File: src/rtl/ctrl_axil_master_pkg.sv
// Shared definitions for the control-path AXI4-Lite master: data word and
// byte widths plus the AXI response codes used for error tracking.
// No logic; constants only.
package ctrl_axil_master_pkg;

    localparam int WORD_W = 32;
    localparam int BYTE_W = 8;
    localparam int STRB_W = WORD_W / BYTE_W;

    localparam logic [1:0] AXI_RESP_OKAY   = 2'b00;
    localparam logic [1:0] AXI_RESP_EXOKAY = 2'b01;
    localparam logic [1:0] AXI_RESP_SLVERR = 2'b10;
    localparam logic [1:0] AXI_RESP_DECERR = 2'b11;

endpackage

File: src/rtl/ctrl_axil_master.sv
// Purpose: bridges the upstream word-access handshake (address on i_common, then
//   write data on i_common) onto one AXI4-Lite transaction at a time; sticky error on non-OKAY.
// Latency: read addr->read_data_valid 3 cycles min; write addr->write ack 4 cycles min.
// Backpressure: slave stalls hold the FSM in place (no timeout); upstream stalls hold RD_HOLD.
// Ports: upstream i_addr_valid/o_addr_ready, i_write_data_valid/o_write_data_ready,
//   o_read_data_valid/i_read_data_ready, i_common; AXI4-Lite m_* (AW/W/B/AR/R);
//   error status i_err_clear/o_err/o_err_resp; o_busy.
module ctrl_axil_master
    import ctrl_axil_master_pkg::*;
#(
    parameter int ADDR_W = 32
) (
    input  logic              clk,
    input  logic              reset_n,
    input  logic              i_addr_valid,
    input  logic              i_write_enable,
    input  logic              i_write_data_valid,
    input  logic              i_read_data_ready,
    input  logic [WORD_W-1:0] i_common,
    output logic              o_addr_ready,
    output logic              o_write_data_ready,
    output logic              o_read_data_valid,
    output logic [WORD_W-1:0] o_read_data,
    output logic [ADDR_W-1:0] m_awaddr,
    output logic              m_awvalid,
    input  logic              m_awready,
    output logic [WORD_W-1:0] m_wdata,
    output logic [STRB_W-1:0] m_wstrb,
    output logic              m_wvalid,
    input  logic              m_wready,
    input  logic [1:0]        m_bresp,
    input  logic              m_bvalid,
    output logic              m_bready,
    output logic [ADDR_W-1:0] m_araddr,
    output logic              m_arvalid,
    input  logic              m_arready,
    input  logic [WORD_W-1:0] m_rdata,
    input  logic [1:0]        m_rresp,
    input  logic              m_rvalid,
    output logic              m_rready,
    input  logic              i_err_clear,
    output logic              o_err,
    output logic [1:0]        o_err_resp,
    output logic              o_busy
);

    typedef enum logic [7:0] {
        S_IDLE    = 8'b0000_0001,
        S_RD_AR   = 8'b0000_0010,
        S_RD_R    = 8'b0000_0100,
        S_RD_HOLD = 8'b0000_1000,
        S_WR_DATA = 8'b0001_0000,
        S_WR_AW_W = 8'b0010_0000,
        S_WR_B    = 8'b0100_0000,
        S_WR_ACK  = 8'b1000_0000
    } state_t;

    state_t            state;
    state_t            state_nxt;
    logic [ADDR_W-1:0] r_addr;
    logic [WORD_W-1:0] r_rdata;
    logic [WORD_W-1:0] r_wdata;
    logic              aw_done;
    logic              w_done;

    // Size cast zero-extends or truncates the upstream word; the low two bits are dropped
    // so every access is word aligned.
    logic [ADDR_W-1:0] addr_aligned;
    assign addr_aligned = ADDR_W'(i_common) & ~ADDR_W'(3);

    // A channel counts as finished once it has handshaken earlier or is handshaking now.
    logic aw_ok;
    logic w_ok;
    assign aw_ok = aw_done | m_awready;
    assign w_ok  = w_done  | m_wready;

    // Response evaluation happens on the R or B handshake only.
    logic       rsp_evt;
    logic [1:0] rsp_code;
    logic       err_set;
    assign rsp_evt  = ((state == S_RD_R) && m_rvalid) || ((state == S_WR_B) && m_bvalid);
    assign rsp_code = (state == S_RD_R) ? m_rresp : m_bresp;
    assign err_set  = rsp_evt && (rsp_code != AXI_RESP_OKAY);

    always_ff @(posedge clk or negedge reset_n) begin
        if (!reset_n) begin
            state <= S_IDLE;
        end else begin
            state <= state_nxt;
        end
    end

    always_comb begin
        state_nxt = state;
        case (state)
            S_IDLE:    if (i_addr_valid) state_nxt = i_write_enable ? S_WR_DATA : S_RD_AR;
            S_RD_AR:   if (m_arready) state_nxt = S_RD_R;
            S_RD_R:    if (m_rvalid) state_nxt = S_RD_HOLD;
            S_RD_HOLD: if (i_read_data_ready) state_nxt = S_IDLE;
            S_WR_DATA: if (i_write_data_valid) state_nxt = S_WR_AW_W;
            S_WR_AW_W: if (aw_ok && w_ok) state_nxt = S_WR_B;
            S_WR_B:    if (m_bvalid) state_nxt = S_WR_ACK;
            S_WR_ACK:  state_nxt = S_IDLE;
            default:   state_nxt = S_IDLE;
        endcase
    end

    always_ff @(posedge clk or negedge reset_n) begin
        if (!reset_n) begin
            r_addr  <= '0;
            r_rdata <= '0;
            r_wdata <= '0;
            aw_done <= 1'b0;
            w_done  <= 1'b0;
        end else begin
            if ((state == S_IDLE) && i_addr_valid) begin
                r_addr <= addr_aligned;
            end
            if ((state == S_RD_R) && m_rvalid) begin
                r_rdata <= m_rdata;
            end
            if ((state == S_WR_DATA) && i_write_data_valid) begin
                r_wdata <= i_common;
                aw_done <= 1'b0;
                w_done  <= 1'b0;
            end
            if (state == S_WR_AW_W) begin
                if (m_awready) aw_done <= 1'b1;
                if (m_wready)  w_done  <= 1'b1;
            end
        end
    end

    // Set has priority over clear so an error arriving with a clear is never lost.
    always_ff @(posedge clk or negedge reset_n) begin
        if (!reset_n) begin
            o_err      <= 1'b0;
            o_err_resp <= AXI_RESP_OKAY;
        end else if (err_set) begin
            o_err      <= 1'b1;
            o_err_resp <= rsp_code;
        end else if (i_err_clear) begin
            o_err      <= 1'b0;
        end
    end

    assign o_addr_ready       = (state == S_IDLE) && i_addr_valid;
    assign o_write_data_ready = (state == S_WR_ACK);
    assign o_read_data_valid  = (state == S_RD_HOLD);
    assign o_read_data        = r_rdata;
    assign m_awaddr           = r_addr;
    assign m_awvalid          = (state == S_WR_AW_W) && !aw_done;
    assign m_wdata            = r_wdata;
    assign m_wstrb            = '1;
    assign m_wvalid           = (state == S_WR_AW_W) && !w_done;
    assign m_bready           = (state == S_WR_B);
    assign m_araddr           = r_addr;
    assign m_arvalid          = (state == S_RD_AR);
    assign m_rready           = (state == S_RD_R);
    assign o_busy             = (state != S_IDLE);

endmodule
File: config.mk
export PLATFORM = sky130hd
export DESIGN_NAME = ctrl_axil_master
export DESIGN_NICKNAME = d
export VERILOG_FILES = /design/src/rtl/ctrl_axil_master_pkg.sv /design/src/rtl/ctrl_axil_master.sv
export SDC_FILE = /design/constraint.sdc
export NUM_CORES = 1
export LEC_CHECK = 0
export ABC_AREA = 0
export BUFFER_PORTS_ARGS = -buffer_cell sky130_fd_sc_hd__buf_2
export CORE_MARGIN = 4
export CORE_UTILIZATION = 45
export DETAILED_ROUTE_END_ITERATION = 8
export PLACE_DENSITY = 0.82
export SYNTH_ARGS = -nofsm -noshare
export SYNTH_HDL_FRONTEND = slang
export SYNTH_SLANG_ARGS = --single-unit
File: constraint.sdc
create_clock -name clk -period 2.8 [get_ports clk]
set_input_delay 0.28 -clock clk [delete_from_list [all_inputs] [get_ports clk]]
set_output_delay 0.28 -clock clk [all_outputs]
set_load 0.01 [all_outputs]
==> impl_table.tex <==
\begin{tabular}{lr}
\hline
Metric & Value \\
\hline
\multicolumn{2}{l}{\textbf{Run status}} \\
Result of the run & complete, no violations \\
\multicolumn{2}{l}{\textbf{Drt}} \\
Via count of the routed design & 3239 \\
Drt pass-1 iters & 4 \\
Sum of routed wire length over all layers & 10.9 mm \\
Post-route antenna net violation count & 0 \\
Detailed-route wire length per cell & 16.9 microns \\
DR vias/cell & $\sim$5 \\
DRT iter0 DRCs & approximately 140 \\
\# DRC & 0 \\
\multicolumn{2}{l}{\textbf{Finish}} \\
Share of post-route cells with drive strength above 1 & around two thirds \\
Number of antenna cells inserted & 0 \\
Layout Nets & 590 \\
Post-Layout Cell Count & approximately 650 \\
Final design instance area without fill & a little under 0.006 sq mm \\
Syn-to-layout area delta & 27.2\% \\
\multicolumn{2}{l}{\textbf{Timing}} \\
Share of the clock period used by the worst path after layout & 95.8\% \\
Relative slew slack & 51.2\% \\
Final Setup Violations & 0 \\
Max-slew violation total from the final report & 0 \\
Final-report hold violation count & 0 \\
Time the final worst path needs with I/O delays and setup & 2680 ps \\
Measured slew at the worst slew-check pin & 732 ps \\
Maximum clock frequency & $\sim$370 MHz \\
Hold Worst Slack & 101 ps \\
Unrepaired setup endpoints after global routing & no \\
Setup\_tns & 0 ps \\
Final setup skew & 11.6 ps \\
\multicolumn{2}{l}{\textbf{Synthesis}} \\
Leading cell type by number of instances after synthesis & dfrtp\_1 \\
Number of synthesized flops with an enable pin & 0 \\
Share of synthesized registers carrying an async set or reset & 100\% \\
Ys flop type & dfrtp\_1 \\
Post-synthesis cell type count & 43 \\
Post-synth top area cell & dfrtp\_1 \\
Top cells by area in the synthesized netlist & dfrtp\_1 57\%, mux2\_2 16\%, mux2\_4 8.8\% \\
Number of flip-flops and latches in the synthesized netlist & 107 \\
Number of warnings printed during yosys synthesis & 0 \\
Syn\_area\_per\_cell & 14.8 sq um \\
Post-synthesis sequential area ratio & 58.0\% \\
Synth Instances & 312 \\
Commonest cells in the synthesized netlist & 106 x dfrtp\_1, 67 x mux2\_2, 38 x buf\_4 \\
Top cell type's share of synthesized area & between 50\% and 60\% \\
Area of the mapped netlist & 0.00462 sq mm \\
\multicolumn{2}{l}{\textbf{Power and ir drop}} \\
Power density over cell area & 1230 mW/mm\^{}2 \\
Maximum VDD drop & 0.000606 V \\
Overall Power & 7240 uW \\
Leakage power figure & 0.00318 uW \\
\multicolumn{2}{l}{\textbf{Worst setup path}} \\
Setup slack on the worst flop-to-flop path & 180 ps \\
Endpoint required time on the critical path & 2520 ps \\
Nature of the critical path startpoint & flop \\
Kind of capture point of the worst setup path & output pin \\
Kind of critical path & flop to output pin \\
Reg-to-reg critical path endpoint & m\_araddr[25]\$\_DFFE\_PN0P\_ \\
Register-to-Register Path Depth & 7 \\
Data arrival, critical path & about 2400 ps \\
Max FO, Critical Path & 5 \\
Origin of the critical flop-to-flop path & state[6]\$\_DFFE\_PN0P\_ \\
\multicolumn{2}{l}{\textbf{CTS}} \\
Insertion delay to the later sink of the worst-skew pair & approximately 360 ps \\
Clock sink count & roughly 110 \\
Number of buffers created by CTS & 9 \\
CTS clock-pin slew for the worst setup and hold paths & 90 ps \\
Max Buffers Root-to-Sink & 2 \\
CTS Root Buffer Type & clkbuf\_8 \\
Clock tree from TritonCTS & yes \\
H-Tree Depth & 3 \\
\multicolumn{2}{l}{\textbf{Floorplan}} \\
FP Rows & 36 \\
Die outline width & between 100 and 150 microns \\
I/O pins & 224 \\
Area of the core & roughly 0.0099 sq mm \\
Die height & 109 microns \\
Initial Utilization & a little under half \\
Die Outline Area & 0.0120 sq mm \\
\multicolumn{2}{l}{\textbf{Global route}} \\
Total grt overflow & 0 \\
Global-route wire length before repair & approximately 16 mm \\
Number of global-route vias before repair & 3372 \\
Global-route total usage across every layer & between 10\% and 20\% \\
Number of antenna violations at the first check in global routing & 0 \\
Maximum number of pins on one net before global-route repair & 58 \\
\multicolumn{2}{l}{\textbf{Place}} \\
Count of port buffers added during placement & 215 \\
DP Wirelength & a little over 8 mm \\
Placed Cells & 626 \\
Final weighted congestion in routability-driven placement & slightly above 0.8 \\
Total placed instance area & 0.00560 sq mm \\
\multicolumn{2}{l}{\textbf{Worst hold path}} \\
Origin of the worst min-delay path & i\_addr\_valid \\
Worst hold path endpoint & state[0]\$\_DFFE\_PN1P\_ \\
Hold-critical path depth & 2 \\
Classification of the worst-slack hold path & input pin to flop \\
\multicolumn{2}{l}{\textbf{Job}} \\
Number of max-cap violations & 0 \\
\hline
\end{tabular}
-- routing by layer --
metal,track usage (%),wire (microns),vias to the layer above
met5,0,0,-
met4,6.59,176,0
met3,5.87,1100,17
met2,30.6,5440,171
met1,20.7,4200,1597
li1,-,-,1454
-- what timing repair did --
action / CTS / global route
gates cloned: 1 / 0
gates resized for setup: 1 / 1
endpoints found under the hold margin: 49 / 0
hold buffers: 1 / 0
endpoints found under the setup margin: 1 / 1
buffers inserted: 3 / 1
pin swaps: 2 / 2
-- registers in the layout (all words and copies together) (netlist names) --
signal and count:
w_done 1, o_err 1, m_araddr 30, aw_done 1, m_wdata 32, o_read_data 32, state 8, o_err_resp 2
-- cell usage in the layout, fill, tap and decap left out, types with 3 or more instances in the layout --
master / instances
buf_2: 214
inv_1: 5
mux2_4: 27
buf_4: 11
clkbuf_8: 10
nor2_1: 6
nand2_1: 5
o22ai_1: 6
mux2_2: 67
dfrtp_1: 106
conb_1: 8
clkinv_2: 3
-- worst max-delay path by stage --
stage / from / end / slack (ps)
after floorplan: state[7]$_DFFE_PN0P_ / m_araddr[10]$_DFFE_PN0P_ / 300
after global placement: state[7]$_DFFE_PN0P_ / o_addr_ready / 160
after CTS: state[6]$_DFFE_PN0P_ / o_addr_ready / 20
final: state[6]$_DFFE_PN0P_ / o_addr_ready / 120
after detailed placement: state[7]$_DFFE_PN0P_ / o_addr_ready / 80
after global routing: state[6]$_DFFE_PN0P_ / o_addr_ready / 20
-- per-stage QoR --
step	util (%)	setup slack [ps]
2_1_floorplan	-	295
6_report	59.3	118
4_1_cts	59.2	18.1
3_3_place_gp	56.5	163
5_1_grt	59.3	18.3
3_5_place_dp	56.5	77.1
-- worst max-delay path, stage by stage, from the launching register on --
cell	delay, ps
dfrtp_1	420
or4_4	580
nor3_4	190
nand3b_4	110
or4_4	450
buf_12	150
inv_1	40
buf_2	120
-- power by group --
part           total, uW  internal, uW  switching (uW)
Combinational       3550          1960            1580
Clock                935           435             501
Sequential          2760          2300             462
Total               7240          4690            2550
-- logic make-up (layout without fill, tap and decap cells) --
logic type | count (synthesis) | after routing | synth area share, %
buf+inv | 53 | 250 | 8.58
compound gates | 18 | 18 | 2.90
flops | 107 | 107 | 58.0
simple gates | 38 | 38 | 5.31
other cells | 2 | 8 | 0.162
mux | 94 | 94 | 25.1
-- final cells by class --
cell class | instances | area, sq um
Fill cell | 799 | 4030
Sequential cell | 107 | 2680
Multi-Input combinational cell | 158 | 1580
Timing Repair Buffer | 229 | 1240
Tap cell | 133 | 166
Clock buffer | 11 | 141
Clock inverter | 5 | 52.6
Inverter | 5 | 18.8
No activity file was read; power rests on OpenSTA's default activity.
